==> src/rtl/mem_access_unit_pkg.sv <==
// Shared definitions for the MEM-stage access unit: memory op codes, FSM states
// and op-decoding helpers.
package mem_access_unit_pkg;

  typedef enum logic [3:0] {
    MEM_NOP_OP = 4'd0,
    MEM_LB_OP  = 4'd1,
    MEM_LH_OP  = 4'd2,
    MEM_LW_OP  = 4'd3,
    MEM_LBU_OP = 4'd4,
    MEM_LHU_OP = 4'd5,
    MEM_SB_OP  = 4'd6,
    MEM_SH_OP  = 4'd7,
    MEM_SW_OP  = 4'd8
  } mem_op_e;

  typedef enum logic [1:0] {
    ST_IDLE = 2'd0,
    ST_BUSY = 2'd1,
    ST_DONE = 2'd2
  } state_e;

  localparam logic [31:0] ZERO_WORD    = 32'h0000_0000;
  localparam logic [4:0]  NOP_REG_ADDR = 5'd0;

  function automatic logic is_load(input logic [3:0] op);
    case (op)
      MEM_LB_OP, MEM_LH_OP, MEM_LW_OP, MEM_LBU_OP, MEM_LHU_OP: return 1'b1;
      default: return 1'b0;
    endcase
  endfunction

  function automatic logic is_store(input logic [3:0] op);
    case (op)
      MEM_SB_OP, MEM_SH_OP, MEM_SW_OP: return 1'b1;
      default: return 1'b0;
    endcase
  endfunction

  // Byte accesses can never be misaligned; halves need bit 0 clear, words both bits.
  function automatic logic is_misaligned(input logic [3:0] op, input logic [1:0] off);
    case (op)
      MEM_LH_OP, MEM_LHU_OP, MEM_SH_OP: return off[0];
      MEM_LW_OP, MEM_SW_OP:             return off != 2'b00;
      default:                          return 1'b0;
    endcase
  endfunction

endpackage

==> src/rtl/mem_align.sv <==
// Combinational data steering: store lane replication / byte enables, and
// load byte/half extraction with sign or zero extension.
module mem_align
  import mem_access_unit_pkg::*;
(
  input  logic [3:0]  st_op,
  input  logic [1:0]  st_off,
  input  logic [31:0] st_data,
  output logic [31:0] st_wdata,
  output logic [3:0]  st_be,
  input  logic [3:0]  ld_op,
  input  logic [1:0]  ld_off,
  input  logic [31:0] ld_rdata,
  output logic [31:0] ld_data
);

  logic [31:0] sb_wdata;
  logic [31:0] sh_wdata;
  logic [7:0]  ld_bytes [4];
  logic [7:0]  byte_sel;
  logic [15:0] half_sel;

  genvar gi;
  generate
    for (gi = 0; gi < 4; gi++) begin : g_lane
      assign sb_wdata[gi*8 +: 8] = st_data[7:0];
      assign sh_wdata[gi*8 +: 8] = st_data[(gi%2)*8 +: 8];
      assign ld_bytes[gi]        = ld_rdata[gi*8 +: 8];
    end
  endgenerate

  always_comb begin
    st_wdata = st_data;
    st_be    = 4'b1111;
    case (st_op)
      MEM_SB_OP: begin
        st_wdata = sb_wdata;
        st_be    = 4'b0001 << st_off;
      end
      MEM_SH_OP: begin
        st_wdata = sh_wdata;
        st_be    = st_off[1] ? 4'b1100 : 4'b0011;
      end
      default: ;
    endcase
  end

  assign byte_sel = ld_bytes[ld_off];
  assign half_sel = ld_off[1] ? ld_rdata[31:16] : ld_rdata[15:0];

  always_comb begin
    ld_data = ld_rdata;
    case (ld_op)
      MEM_LB_OP:  ld_data = {{24{byte_sel[7]}}, byte_sel};
      MEM_LBU_OP: ld_data = {24'h0, byte_sel};
      MEM_LH_OP:  ld_data = {{16{half_sel[15]}}, half_sel};
      MEM_LHU_OP: ld_data = {16'h0, half_sel};
      default: ;
    endcase
  end

endmodule

==> src/rtl/mem_access_unit.sv <==
// MEM-stage access unit: runs one req/ack data-memory transaction per load/store,
// stalls the pipeline while it is outstanding, and registers the MEM/WB result.
module mem_access_unit
  import mem_access_unit_pkg::*;
#(
  parameter int unsigned TIMEOUT_CYCLES = 256
) (
  input  logic        clk,
  input  logic        rst,
  input  logic [31:0] mem_pc,
  input  logic [3:0]  mem_mem_op,
  input  logic [31:0] mem_mem_addr,
  input  logic [31:0] mem_mem_data,
  input  logic        mem_we,
  input  logic [4:0]  mem_write_reg,
  input  logic [31:0] mem_write_data,
  output logic        dmem_req,
  output logic        dmem_wr,
  output logic [31:0] dmem_addr,
  output logic [31:0] dmem_wdata,
  output logic [3:0]  dmem_be,
  input  logic        dmem_ack,
  input  logic [31:0] dmem_rdata,
  output logic        stall_req,
  output logic [31:0] wb_pc,
  output logic        wb_we,
  output logic [4:0]  wb_write_reg,
  output logic [31:0] wb_write_data,
  output logic        misalign_err,
  output logic        bus_err
);

  localparam int CNT_W = (TIMEOUT_CYCLES > 2) ? $clog2(TIMEOUT_CYCLES) : 1;
  localparam logic [CNT_W-1:0] CNT_LAST = CNT_W'(TIMEOUT_CYCLES - 1);

  state_e           state_reg;
  logic [CNT_W-1:0] cnt_reg;
  logic [3:0]       op_reg;
  logic [1:0]       off_reg;
  logic [31:0]      pc_reg;
  logic             we_reg;
  logic [4:0]       dst_reg;
  logic [31:0]      alu_reg;
  logic [31:0]      rdata_reg;
  logic             timeout_reg;

  logic        in_mem;
  logic        in_misaligned;
  logic        in_store;
  logic [31:0] st_wdata;
  logic [3:0]  st_be;
  logic [31:0] ld_data;

  assign in_store      = is_store(mem_mem_op);
  assign in_mem        = is_load(mem_mem_op) || in_store;
  assign in_misaligned = in_mem && is_misaligned(mem_mem_op, mem_mem_addr[1:0]);

  // Stall from the moment an aligned access is presented until the bus completes;
  // DONE releases the pipeline so the instruction retires on the same edge.
  assign stall_req = (state_reg == ST_BUSY) ||
                     ((state_reg == ST_IDLE) && in_mem && !in_misaligned);

  mem_align u_align (
    .st_op    (mem_mem_op),
    .st_off   (mem_mem_addr[1:0]),
    .st_data  (mem_mem_data),
    .st_wdata (st_wdata),
    .st_be    (st_be),
    .ld_op    (op_reg),
    .ld_off   (off_reg),
    .ld_rdata (dmem_rdata),
    .ld_data  (ld_data)
  );

  always_ff @(posedge clk) begin
    if (rst) begin
      state_reg     <= ST_IDLE;
      cnt_reg       <= '0;
      op_reg        <= MEM_NOP_OP;
      off_reg       <= 2'b00;
      pc_reg        <= ZERO_WORD;
      we_reg        <= 1'b0;
      dst_reg       <= NOP_REG_ADDR;
      alu_reg       <= ZERO_WORD;
      rdata_reg     <= ZERO_WORD;
      timeout_reg   <= 1'b0;
      dmem_req      <= 1'b0;
      dmem_wr       <= 1'b0;
      dmem_addr     <= ZERO_WORD;
      dmem_wdata    <= ZERO_WORD;
      dmem_be       <= 4'b0000;
      wb_pc         <= ZERO_WORD;
      wb_we         <= 1'b0;
      wb_write_reg  <= NOP_REG_ADDR;
      wb_write_data <= ZERO_WORD;
      misalign_err  <= 1'b0;
      bus_err       <= 1'b0;
    end else begin
      misalign_err <= 1'b0;
      bus_err      <= 1'b0;
      case (state_reg)
        ST_IDLE: begin
          if (in_mem && !in_misaligned) begin
            dmem_req    <= 1'b1;
            dmem_wr     <= in_store;
            dmem_addr   <= {mem_mem_addr[31:2], 2'b00};
            dmem_wdata  <= st_wdata;
            dmem_be     <= st_be;
            op_reg      <= mem_mem_op;
            off_reg     <= mem_mem_addr[1:0];
            pc_reg      <= mem_pc;
            we_reg      <= mem_we;
            dst_reg     <= mem_write_reg;
            alu_reg     <= mem_write_data;
            cnt_reg     <= '0;
            timeout_reg <= 1'b0;
            wb_we       <= 1'b0;
            state_reg   <= ST_BUSY;
          end else begin
            // Misaligned accesses retire as a bubble; everything else passes through.
            wb_pc         <= mem_pc;
            wb_write_reg  <= mem_write_reg;
            wb_write_data <= mem_write_data;
            wb_we         <= in_mem ? 1'b0 : mem_we;
            misalign_err  <= in_misaligned;
          end
        end
        ST_BUSY: begin
          if (dmem_ack) begin
            dmem_req  <= 1'b0;
            rdata_reg <= ld_data;
            state_reg <= ST_DONE;
          end else if ((TIMEOUT_CYCLES != 0) && (cnt_reg == CNT_LAST)) begin
            dmem_req    <= 1'b0;
            rdata_reg   <= ZERO_WORD;
            timeout_reg <= 1'b1;
            bus_err     <= 1'b1;
            state_reg   <= ST_DONE;
          end else begin
            cnt_reg <= cnt_reg + CNT_W'(1);
          end
        end
        ST_DONE: begin
          wb_pc         <= pc_reg;
          wb_write_reg  <= dst_reg;
          wb_we         <= timeout_reg ? 1'b0 : we_reg;
          wb_write_data <= is_load(op_reg) ? rdata_reg : alu_reg;
          state_reg     <= ST_IDLE;
        end
        default: state_reg <= ST_IDLE;
      endcase
    end
  end

endmodule

==> config.mk <==
export PLATFORM = sky130hd
export DESIGN_NAME = mem_access_unit
export DESIGN_NICKNAME = d
export VERILOG_FILES = /design/src/rtl/mem_access_unit_pkg.sv /design/src/rtl/mem_align.sv /design/src/rtl/mem_access_unit.sv
export SDC_FILE = /design/constraint.sdc
export NUM_CORES = 1
export LEC_CHECK = 0
export CAP_MARGIN = 40
export CORE_MARGIN = 4
export CORE_UTILIZATION = 43
export DETAILED_ROUTE_END_ITERATION = 10
export PLACE_DENSITY = 0.79
export SETUP_SLACK_MARGIN = 0.1
export SYNTH_ARGS = -nofsm -noshare
export SYNTH_HDL_FRONTEND = slang
export SYNTH_SLANG_ARGS = --single-unit
==> constraint.sdc <==
create_clock -name clk -period 3 [get_ports clk]
set_input_delay 0.6 -clock clk [delete_from_list [all_inputs] [get_ports clk]]
set_output_delay 0.6 -clock clk [all_outputs]
set_load 0.005 [all_outputs]
==> impl_metrics.xml, run 1 <==
<?xml version="1.0" encoding="UTF-8"?>
<metrics>
  <group name="hold_path">
    <metric name="min_from" unit="">rdata_reg[12]</metric>
    <metric name="holdCritPathClass" unit="">flop to flop</metric>
  </group>
  <group name="grt">
    <metric name="largest_net_degree_at_the_start_of_global_routing" unit="">106</metric>
    <metric name="grt_pass1_vias" unit="">10390</metric>
    <metric name="global_route.usage.total" unit="">0.2235</metric>
    <metric name="grt_overflow_total" unit="">0</metric>
    <metric name="antenna_found_initial" unit="">0</metric>
    <metric name="grt_pass1_wl" unit="um">52940</metric>
  </group>
  <group name="routing">
    <metric name="wire_per_inst" unit="um">17.03</metric>
    <metric name="drt_first_iter_violations" unit="">831</metric>
    <metric name="vias" unit="">10400</metric>
    <metric name="drt_pre_antenna_iters" unit="">5</metric>
    <metric name="post-route-drc-count" unit="">0</metric>
    <metric name="finalWirelength" unit="um">33260</metric>
    <metric name="antenna_left" unit="">0</metric>
    <metric name="route.detailed.vias_per_inst" unit="">5.323</metric>
  </group>
  <group name="sta">
    <metric name="transition_at_the_pin_with_the_smallest_max_transition_slack" unit="ns">0.7720</metric>
    <metric name="timing.clock.skew" unit="ns">0.01659</metric>
    <metric name="setup_tns" unit="ns">0</metric>
    <metric name="min_period" unit="ns">2.845</metric>
    <metric name="hold_violations" unit="">0</metric>
    <metric name="achievable-frequency" unit="GHz">0.3515</metric>
    <metric name="unrepaired_setup_endpoints_after_global_routing" unit="">true</metric>
    <metric name="max_slew_margin" unit="">0.4841</metric>
    <metric name="final-setup-viol-count" unit="">0</metric>
    <metric name="layout_worst_path_cycle_share" unit="">0.9483</metric>
    <metric name="finalMaxSlewViolations" unit="">0</metric>
  </group>
  <group name="placed_design">
    <metric name="gp_congestion" unit="">0.8321</metric>
    <metric name="placedCellCount" unit="">1906</metric>
    <metric name="portBuffers" unit="">313</metric>
    <metric name="post_dp_cell_area" unit="um2">14670</metric>
    <metric name="place.detailed.hpwl" unit="um">23560</metric>
  </group>
  <group name="setup_path">
    <metric name="critical_path.endpoint" unit="">stall_req</metric>
    <metric name="worst-setup-path-type" unit="">input pin to output port</metric>
    <metric name="critical_path.endpoint_type" unit="">output port</metric>
    <metric name="timing.reg2reg.worst_path_depth" unit="">6</metric>
    <metric name="worst-path-max-fanout" unit="">3</metric>
    <metric name="critical_path.cell_chain" unit="">dlygate4sd2_1, o31a_1, or4_4, or3_4, o21ai_2, buf_2</metric>
    <metric name="timing.reg2reg.setup_slack" unit="ns">0.52</metric>
    <metric name="top_delay_family_on_crit_path" unit="">simple AND/OR/NAND/NOR gates</metric>
    <metric name="cp.depth" unit="">6</metric>
    <metric name="startpoint_type_of_the_worst_setup_path" unit="">input pin</metric>
    <metric name="worstReg2RegStart" unit="">op_reg[1]</metric>
    <metric name="cell_with_the_largest_stage_delay_on_the_worst_path" unit="">sky130_fd_sc_hd__or4_4</metric>
    <metric name="r2r_end" unit="">rdata_reg[20]</metric>
    <metric name="setup.worst_path.start" unit="">mem_mem_op[0]</metric>
    <metric name="worstPathRequired" unit="ns">2.40</metric>
    <metric name="timing.critical_path.buf_inv" unit="">2</metric>
    <metric name="worst_path_largest_cell_delay" unit="ns">0.54</metric>
    <metric name="critPathArrivalTime" unit="ns">2.24</metric>
  </group>
  <group name="synthesis">
    <metric name="synth_top_area_frac" unit="">0.4681</metric>
    <metric name="syn-instance-count" unit="">1325</metric>
    <metric name="synth.top_cells.by_count" unit="">333 x sky130_fd_sc_hd__nand2_1, 259 x sky130_fd_sc_hd__dfxtp_1, 190 x sky130_fd_sc_hd__a21oi_1, 101 x sky130_fd_sc_hd__nor2_1, 100 x sky130_fd_sc_hd__mux2i_1</metric>
    <metric name="average_footprint_of_a_synthesized_cell" unit="um2">8.360</metric>
    <metric name="synth.cell_area" unit="um2">11080</metric>
    <metric name="ys_seq_elements" unit="">259</metric>
    <metric name="synthDominantAreaCellType" unit="">sky130_fd_sc_hd__dfxtp_1</metric>
    <metric name="seq_area_frac_synth" unit="">0.4681</metric>
    <metric name="ys_warn_count" unit="">0</metric>
    <metric name="yosys.cell_types.count" unit="">53</metric>
    <metric name="yosys.cell_count.top_type" unit="">sky130_fd_sc_hd__nand2_1</metric>
    <metric name="async_reset_ff_frac" unit="">0</metric>
    <metric name="dominantRegCellSynth" unit="">sky130_fd_sc_hd__dfxtp_1</metric>
    <metric name="number_of_enable_type_register_cells_in_the_synthesized_netlist" unit="">0</metric>
    <metric name="largest_cells_by_area_after_synthesis" unit="">sky130_fd_sc_hd__dfxtp_1 47%, sky130_fd_sc_hd__nand2_1 11%, sky130_fd_sc_hd__mux2i_1 9.0%, sky130_fd_sc_hd__a21oi_1 8.6%, sky130_fd_sc_hd__nor2_1 3.4%</metric>
  </group>
  <group name="pwr">
    <metric name="vdd.ir_drop.worst" unit="mV">0.5078</metric>
    <metric name="netSwitchingFraction" unit="">0.2691</metric>
    <metric name="p_int" unit="mW">6.834</metric>
    <metric name="leakagePower" unit="nW">5.820</metric>
    <metric name="p_sw" unit="mW">2.516</metric>
    <metric name="pwr-share-comb" unit="">0.212</metric>
    <metric name="p_clk_frac" unit="">0.368</metric>
    <metric name="power.sequential.fraction" unit="">0.420</metric>
    <metric name="p_per_area" unit="nW/um2">599.1</metric>
  </group>
  <group name="finish">
    <metric name="synthToLayoutAreaGrowth" unit="%">40.89</metric>
    <metric name="post_layout_nonfiller_instances" unit="">1953</metric>
    <metric name="drive_above_1_share" unit="">0.08195</metric>
    <metric name="insertedDiodeCount" unit="">0</metric>
    <metric name="layout.cell_area.non_filler" unit="um2">15610</metric>
    <metric name="nNetsFinal" unit="">1780</metric>
    <metric name="fillCellCount" unit="">2114</metric>
  </group>
  <group name="floorplan">
    <metric name="floorplan.die.height" unit="um">168.5</metric>
    <metric name="die_width" unit="um">168.5</metric>
    <metric name="die_footprint" unit="um2">28390</metric>
    <metric name="start_util" unit="">0.4386</metric>
    <metric name="io-pin-count" unit="">316</metric>
    <metric name="rows" unit="">58</metric>
    <metric name="coreArea" unit="um2">25250</metric>
  </group>
  <group name="cts">
    <metric name="cts_max_path_buffers" unit="">3</metric>
    <metric name="cts_buffers" unit="">28</metric>
    <metric name="clk-insertion-delay-late" unit="ns">0.53</metric>
    <metric name="root_buffer" unit="">sky130_fd_sc_hd__clkbuf_16</metric>
    <metric name="cts.clk_slew.worst_paths" unit="ns">0.06</metric>
    <metric name="tritoncts_clock_tree" unit="">built</metric>
    <metric name="htreeDepth" unit="">1</metric>
    <metric name="cts_num_sinks" unit="">259</metric>
    <metric name="postcts_setup_bufs" unit="">0</metric>
  </group>
  <group name="job">
    <metric name="max_cap_violation_count" unit="">0</metric>
  </group>
  <group name="status">
    <metric name="outcome" unit="">finished clean</metric>
  </group>
</metrics>
-- metrics by stage --
stage	hold slack, ns	total power, mW	util	setup WS [ns]
2_1_floorplan	0.4218	4.977	-	0.1095
3_3_place_gp	0.4316	5.923	0.5799	-0.5945
3_5_place_dp	0.4441	5.981	0.5808	-0.6852
4_1_cts	0.4535	9.442	0.6175	-0.01394
5_1_grt	0.4632	9.783	0.6180	0.08775
6_report	0.4517	9.350	0.6180	0.1552
-- how the worst min path moves through the flow --
stage / to / slack [ns] / depth (start not counted)
after global routing: rdata_reg[9] / 0.46 / 2
after floorplan: rdata_reg[10] / 0.42 / 2
after detailed placement: rdata_reg[12] / 0.44 / 2
after global placement: rdata_reg[12] / 0.43 / 2
after CTS: rdata_reg[12] / 0.45 / 2
final: rdata_reg[12] / 0.45 / 2
-- placed cells by master, fill, tap and decap left out, drive strengths merged, types with 32 or more instances in the layout --
master	Yosys	routed
clkdlybuf4s50	0	307
o21ai	37	37
a211o	32	32
nor2	101	101
buf	54	49
nand2	333	333
a211oi	47	47
a21oi	190	190
mux2i	100	100
dfxtp	259	259
clkbuf	57	39
-- worst min-delay path, stage by stage (launching register included) --
cell and delay, ns:
sky130_fd_sc_hd__dfxtp_1 0.31, sky130_fd_sc_hd__nand2_1 0.05, sky130_fd_sc_hd__nand2_1 0.04
-- cell type report --
cell class                 count  area (um2)  share of cell area
clock inverter                 9       106.4            0.006815
timing repair buffer         361        3664              0.2347
multi-input combinational    950        5396              0.3458
clock buffer                  38       819.5             0.05251
inverter                       6       22.52            0.001443
tap                          330       412.9             0.02646
sequential                   259        5185              0.3322
-- kinds of logic after synthesis --
kind of cell               Yosys count  synth area share
AOI/OAI and AO/OA                  351            0.2049
xor gates and xnor gates             7          0.005535
adders and majority gates            2          0.002033
buffers and inverters              117           0.04857
DFF                                259            0.4681
muxes                              101           0.09240
other                                1         0.0003385
and+or+nand+nor                    487            0.1781
-- routing by layer --
layer	GRT usage	part of all wire	vias up
met1	0.2683	0.40	4812
met2	0.3833	0.48	389
met3	0.06586	0.090	78
li1	-	-	5116
met5	0	0	-
met4	0.07657	0.034	0
-- what timing repair did --
action	CTS	global route
hold buffers	0	0
endpoints found under the setup margin	81	81
pin swaps	1	2
gates resized for setup	7	5
-- power groups by stage --
stage               Clock, mW  Combinational, mW  Sequential [mW]
finish                   3.44               1.98             3.93
CTS                      3.52               1.99             3.93
global route             3.66               2.16             3.97
floorplan                   0               1.01             3.97
detailed placement          0               1.98             4.00
global placement            0               1.93             3.99
Power figures use the tool's default switching activity.
==> run 2, diff against run 1 <==
CORE_UTILIZATION = 44   (was 43)
PLACE_DENSITY = 0.8   (was 0.79)
SYNTH_HIERARCHICAL = 1   (was not set)
==> run 2 against run 1 <==
  * Clock skew down 0.00060 ns
  * Combinational power increased by 5%
  * Critical path depth unchanged
  * Clock-buffer cell count grew 4
  * Final area grew 0.87%
  * Sequential share of layout area decreased by 0.29 points
  * Fmax increased by 4.6%
  * Final cell count increased by 2.1%
  * Utilization is 0.72 points higher
  * Synthesized cell count grew 3.9%
  * Critical endpoint unchanged
==> impl_metrics.xml, run 2 <==
<?xml version="1.0" encoding="UTF-8"?>
<metrics>
  <group name="status">
    <metric name="outcome" unit="">finished clean</metric>
  </group>
  <group name="floorplan">
    <metric name="coreArea" unit="um2">25180</metric>
    <metric name="rows" unit="">58</metric>
    <metric name="start_util" unit="">0.4478</metric>
    <metric name="io-pin-count" unit="">316</metric>
    <metric name="die_footprint" unit="um2">28250</metric>
    <metric name="floorplan.die.height" unit="um">168.1</metric>
    <metric name="die_width" unit="um">168.1</metric>
  </group>
  <group name="job">
    <metric name="max_cap_violation_count" unit="">0</metric>
  </group>
  <group name="pwr">
    <metric name="totalPowerFinal" unit="mW">9.446</metric>
    <metric name="leakagePower" unit="nW">6.087</metric>
    <metric name="netSwitchingFraction" unit="">0.2725</metric>
    <metric name="pwr-share-comb" unit="">0.220</metric>
    <metric name="p_per_area" unit="nW/um2">600.0</metric>
    <metric name="p_int" unit="mW">6.872</metric>
    <metric name="p_sw" unit="mW">2.574</metric>
    <metric name="p_clk_frac" unit="">0.366</metric>
    <metric name="power.sequential.fraction" unit="">0.414</metric>
    <metric name="vdd.ir_drop.worst" unit="mV">0.4091</metric>
  </group>
  <group name="sta">
    <metric name="timing.final.ws_setup" unit="ns">0.2803</metric>
    <metric name="transition_at_the_pin_with_the_smallest_max_transition_slack" unit="ns">0.6453</metric>
    <metric name="finalMaxSlewViolations" unit="">0</metric>
    <metric name="final-setup-viol-count" unit="">0</metric>
    <metric name="layout_worst_path_cycle_share" unit="">0.9066</metric>
    <metric name="max_slew_margin" unit="">0.5652</metric>
    <metric name="fin_worst_hold_slack" unit="ns">0.4525</metric>
    <metric name="unrepaired_setup_endpoints_after_global_routing" unit="">false</metric>
    <metric name="hold_violations" unit="">0</metric>
    <metric name="min_period" unit="ns">2.720</metric>
    <metric name="timing.clock.skew" unit="ns">0.01600</metric>
    <metric name="achievable-frequency" unit="GHz">0.3677</metric>
    <metric name="setup_tns" unit="ns">0</metric>
  </group>
  <group name="placed_design">
    <metric name="gp_congestion" unit="">0.8988</metric>
    <metric name="portBuffers" unit="">313</metric>
    <metric name="post-place-ws" unit="ns">-0.2955</metric>
    <metric name="place.detailed.hpwl" unit="um">23840</metric>
  </group>
  <group name="finish">
    <metric name="nNetsFinal" unit="">1819</metric>
    <metric name="layout.cells.most_common_list" unit="">368 x sky130_fd_sc_hd__nand2_1, 306 x sky130_fd_sc_hd__clkdlybuf4s50_1, 259 x sky130_fd_sc_hd__dfxtp_1, 185 x sky130_fd_sc_hd__a21oi_1, 112 x sky130_fd_sc_hd__nor2_1</metric>
    <metric name="drive_above_1_share" unit="">0.06731</metric>
    <metric name="insertedDiodeCount" unit="">0</metric>
    <metric name="utilization" unit="">0.6252</metric>
    <metric name="synthToLayoutAreaGrowth" unit="%">39.60</metric>
    <metric name="leading_cell_type_in_the_layout_fill_and_taps_excluded" unit="">sky130_fd_sc_hd__nand2_1</metric>
    <metric name="fillCellCount" unit="">2106</metric>
  </group>
  <group name="routing">
    <metric name="drt_pre_antenna_iters" unit="">5</metric>
    <metric name="wire_per_inst" unit="um">17.21</metric>
    <metric name="antenna_left" unit="">0</metric>
    <metric name="finalWirelength" unit="um">34310</metric>
    <metric name="post-route-drc-count" unit="">0</metric>
    <metric name="route.detailed.vias_per_inst" unit="">5.364</metric>
    <metric name="vias" unit="">10700</metric>
    <metric name="drt_first_iter_violations" unit="">851</metric>
  </group>
  <group name="setup_path">
    <metric name="critPathArrivalTime" unit="ns">2.12</metric>
    <metric name="worst-path-max-fanout" unit="">7</metric>
    <metric name="critical_path.endpoint_type" unit="">output port</metric>
    <metric name="startpoint_type_of_the_worst_setup_path" unit="">input pin</metric>
    <metric name="worst_path_largest_cell_delay" unit="ns">0.57</metric>
    <metric name="cell_with_the_largest_stage_delay_on_the_worst_path" unit="">sky130_fd_sc_hd__clkdlybuf4s50_1</metric>
    <metric name="critical_path.cell_chain" unit="">clkdlybuf4s50_1, nand4b_1, a21oi_1, or3_4, o21ai_0, buf_2</metric>
    <metric name="worstPathRequired" unit="ns">2.40</metric>
    <metric name="worst-setup-path-type" unit="">input pin to output port</metric>
  </group>
  <group name="grt">
    <metric name="antenna_found_initial" unit="">1</metric>
    <metric name="global_route.usage.total" unit="">0.2273</metric>
    <metric name="gr-max-usage-layer" unit="">met2</metric>
    <metric name="largest_net_degree_at_the_start_of_global_routing" unit="">102</metric>
    <metric name="grt_overflow_total" unit="">0</metric>
    <metric name="global_routing_usage_on_met2" unit="">0.3802</metric>
    <metric name="grt_pass1_vias" unit="">10310</metric>
    <metric name="met1_usage" unit="">0.2719</metric>
    <metric name="grt_pass1_wl" unit="um">53470</metric>
    <metric name="use_met3" unit="">0.06786</metric>
  </group>
  <group name="cts">
    <metric name="cts.clk_slew.worst_paths" unit="ns">0.06</metric>
    <metric name="cts_hold_buffers" unit="">0</metric>
    <metric name="cts_num_sinks" unit="">259</metric>
    <metric name="tritoncts_clock_tree" unit="">built</metric>
    <metric name="root_buffer" unit="">sky130_fd_sc_hd__clkbuf_16</metric>
    <metric name="cts_max_path_buffers" unit="">3</metric>
    <metric name="clk-insertion-delay-late" unit="ns">0.53</metric>
    <metric name="cts_buffers" unit="">29</metric>
    <metric name="htreeDepth" unit="">1</metric>
  </group>
  <group name="synthesis">
    <metric name="ys_warn_count" unit="">6</metric>
    <metric name="average_footprint_of_a_synthesized_cell" unit="um2">8.190</metric>
    <metric name="synth_top_area_frac" unit="">0.4598</metric>
    <metric name="seq_area_frac_synth" unit="">0.4598</metric>
    <metric name="largest_cells_by_area_after_synthesis" unit="">sky130_fd_sc_hd__dfxtp_1 46%, sky130_fd_sc_hd__nand2_1 12%, sky130_fd_sc_hd__a21oi_1 8.2%, sky130_fd_sc_hd__mux2i_1 8.1%, sky130_fd_sc_hd__nor2_1 3.7%</metric>
    <metric name="synthDominantAreaCellType" unit="">sky130_fd_sc_hd__dfxtp_1</metric>
    <metric name="yosys.cell_types.count" unit="">58</metric>
    <metric name="ys_seq_elements" unit="">259</metric>
    <metric name="yosys.cell_count.top_type" unit="">sky130_fd_sc_hd__nand2_1</metric>
    <metric name="async_reset_ff_frac" unit="">0</metric>
    <metric name="dominantRegCellSynth" unit="">sky130_fd_sc_hd__dfxtp_1</metric>
    <metric name="synth.top_cells.by_count" unit="">368 x sky130_fd_sc_hd__nand2_1, 259 x sky130_fd_sc_hd__dfxtp_1, 185 x sky130_fd_sc_hd__a21oi_1, 112 x sky130_fd_sc_hd__nor2_1, 91 x sky130_fd_sc_hd__mux2i_1</metric>
    <metric name="number_of_enable_type_register_cells_in_the_synthesized_netlist" unit="">0</metric>
    <metric name="syn-instance-count" unit="">1377</metric>
    <metric name="synth.cell_area" unit="um2">11280</metric>
  </group>
  <group name="hold_path">
    <metric name="holdCritPathClass" unit="">flop to flop</metric>
  </group>
</metrics>
run 2: final timing paths:
kind	start	to	slack, ns	depth (start not counted)
worst max-delay path	mem_mem_addr[1]	stall_req	0.28	6
worst min-delay path	dmem_addr[25]	dmem_addr[25]	0.45	2
worst max register to register	state_reg[1]	dmem_wr	0.94	7
worst min register to register	dmem_addr[25]	dmem_addr[25]	0.45	2
run 2: power by group through the flow:
stage	clock network, mW	logic [mW]	registers [mW]
floorplan	0	1.05	3.97
global placement	0	2.03	3.97
detailed placement	0	2.07	3.99
CTS	3.52	2.08	3.92
global route	3.65	2.26	3.95
finish	3.45	2.08	3.91
run 2: kinds of logic (layout without fill, tap and decap cells):
family,count (synthesis),after routing,share of synthesized area
fa+ha+maj,1,1,0.001109
compound gates,345,345,0.1924
flops,259,259,0.4598
buf+inv,122,408,0.05281
other cells,1,2,0.0003325
simple gates,541,541,0.1964
xor+xnor,7,7,0.005437
mux,101,101,0.09176
run 2: routing by layer:
layer  vias to the layer above  wire length, um  part of all wire
li1                       5218                -                 -
met1                      4988            13750              0.40
met2                       389            16110              0.47
met3                        99             2816             0.082
met4                         2             1615             0.047
met5                         -               13           0.00038
run 2: critical path: cells and delay by family:
family	cells	cell delay (ns)
AND/OR/NAND/NOR	2	0.58
buffers and inverters	2	0.73
AO/OA/AOI/OAI	2	0.20
run 2: layout make-up:
type                            count  area [um2]  share of cell area
Inverter                            2       7.507           0.0004769
Multi-Input combinational cell    997        5555              0.3529
Timing Repair Buffer              356        3659              0.2324
Sequential cell                   259        5185              0.3294
Clock inverter                      8       98.84            0.006279
Tap cell                          330       412.9             0.02623
Clock buffer                       42       824.5             0.05238
run 2: repair_timing:
action | CTS | global route
setup endpoints to repair | 1 | 1
setup buffers | 0 | 0
resized for setup | 8 | 5
run 2: metrics by stage:
| stage | std cells | cell area, um2 |
|---|---|---|
| 5_1_grt | 1994 | 15740 |
| 3_5_place_dp | 1944 | 14800 |
| 3_3_place_gp | 1943 | 14780 |
| 2_1_floorplan | 1378 | 11280 |
| 6_report | 1994 | 15740 |
| 4_1_cts | 1994 | 15720 |
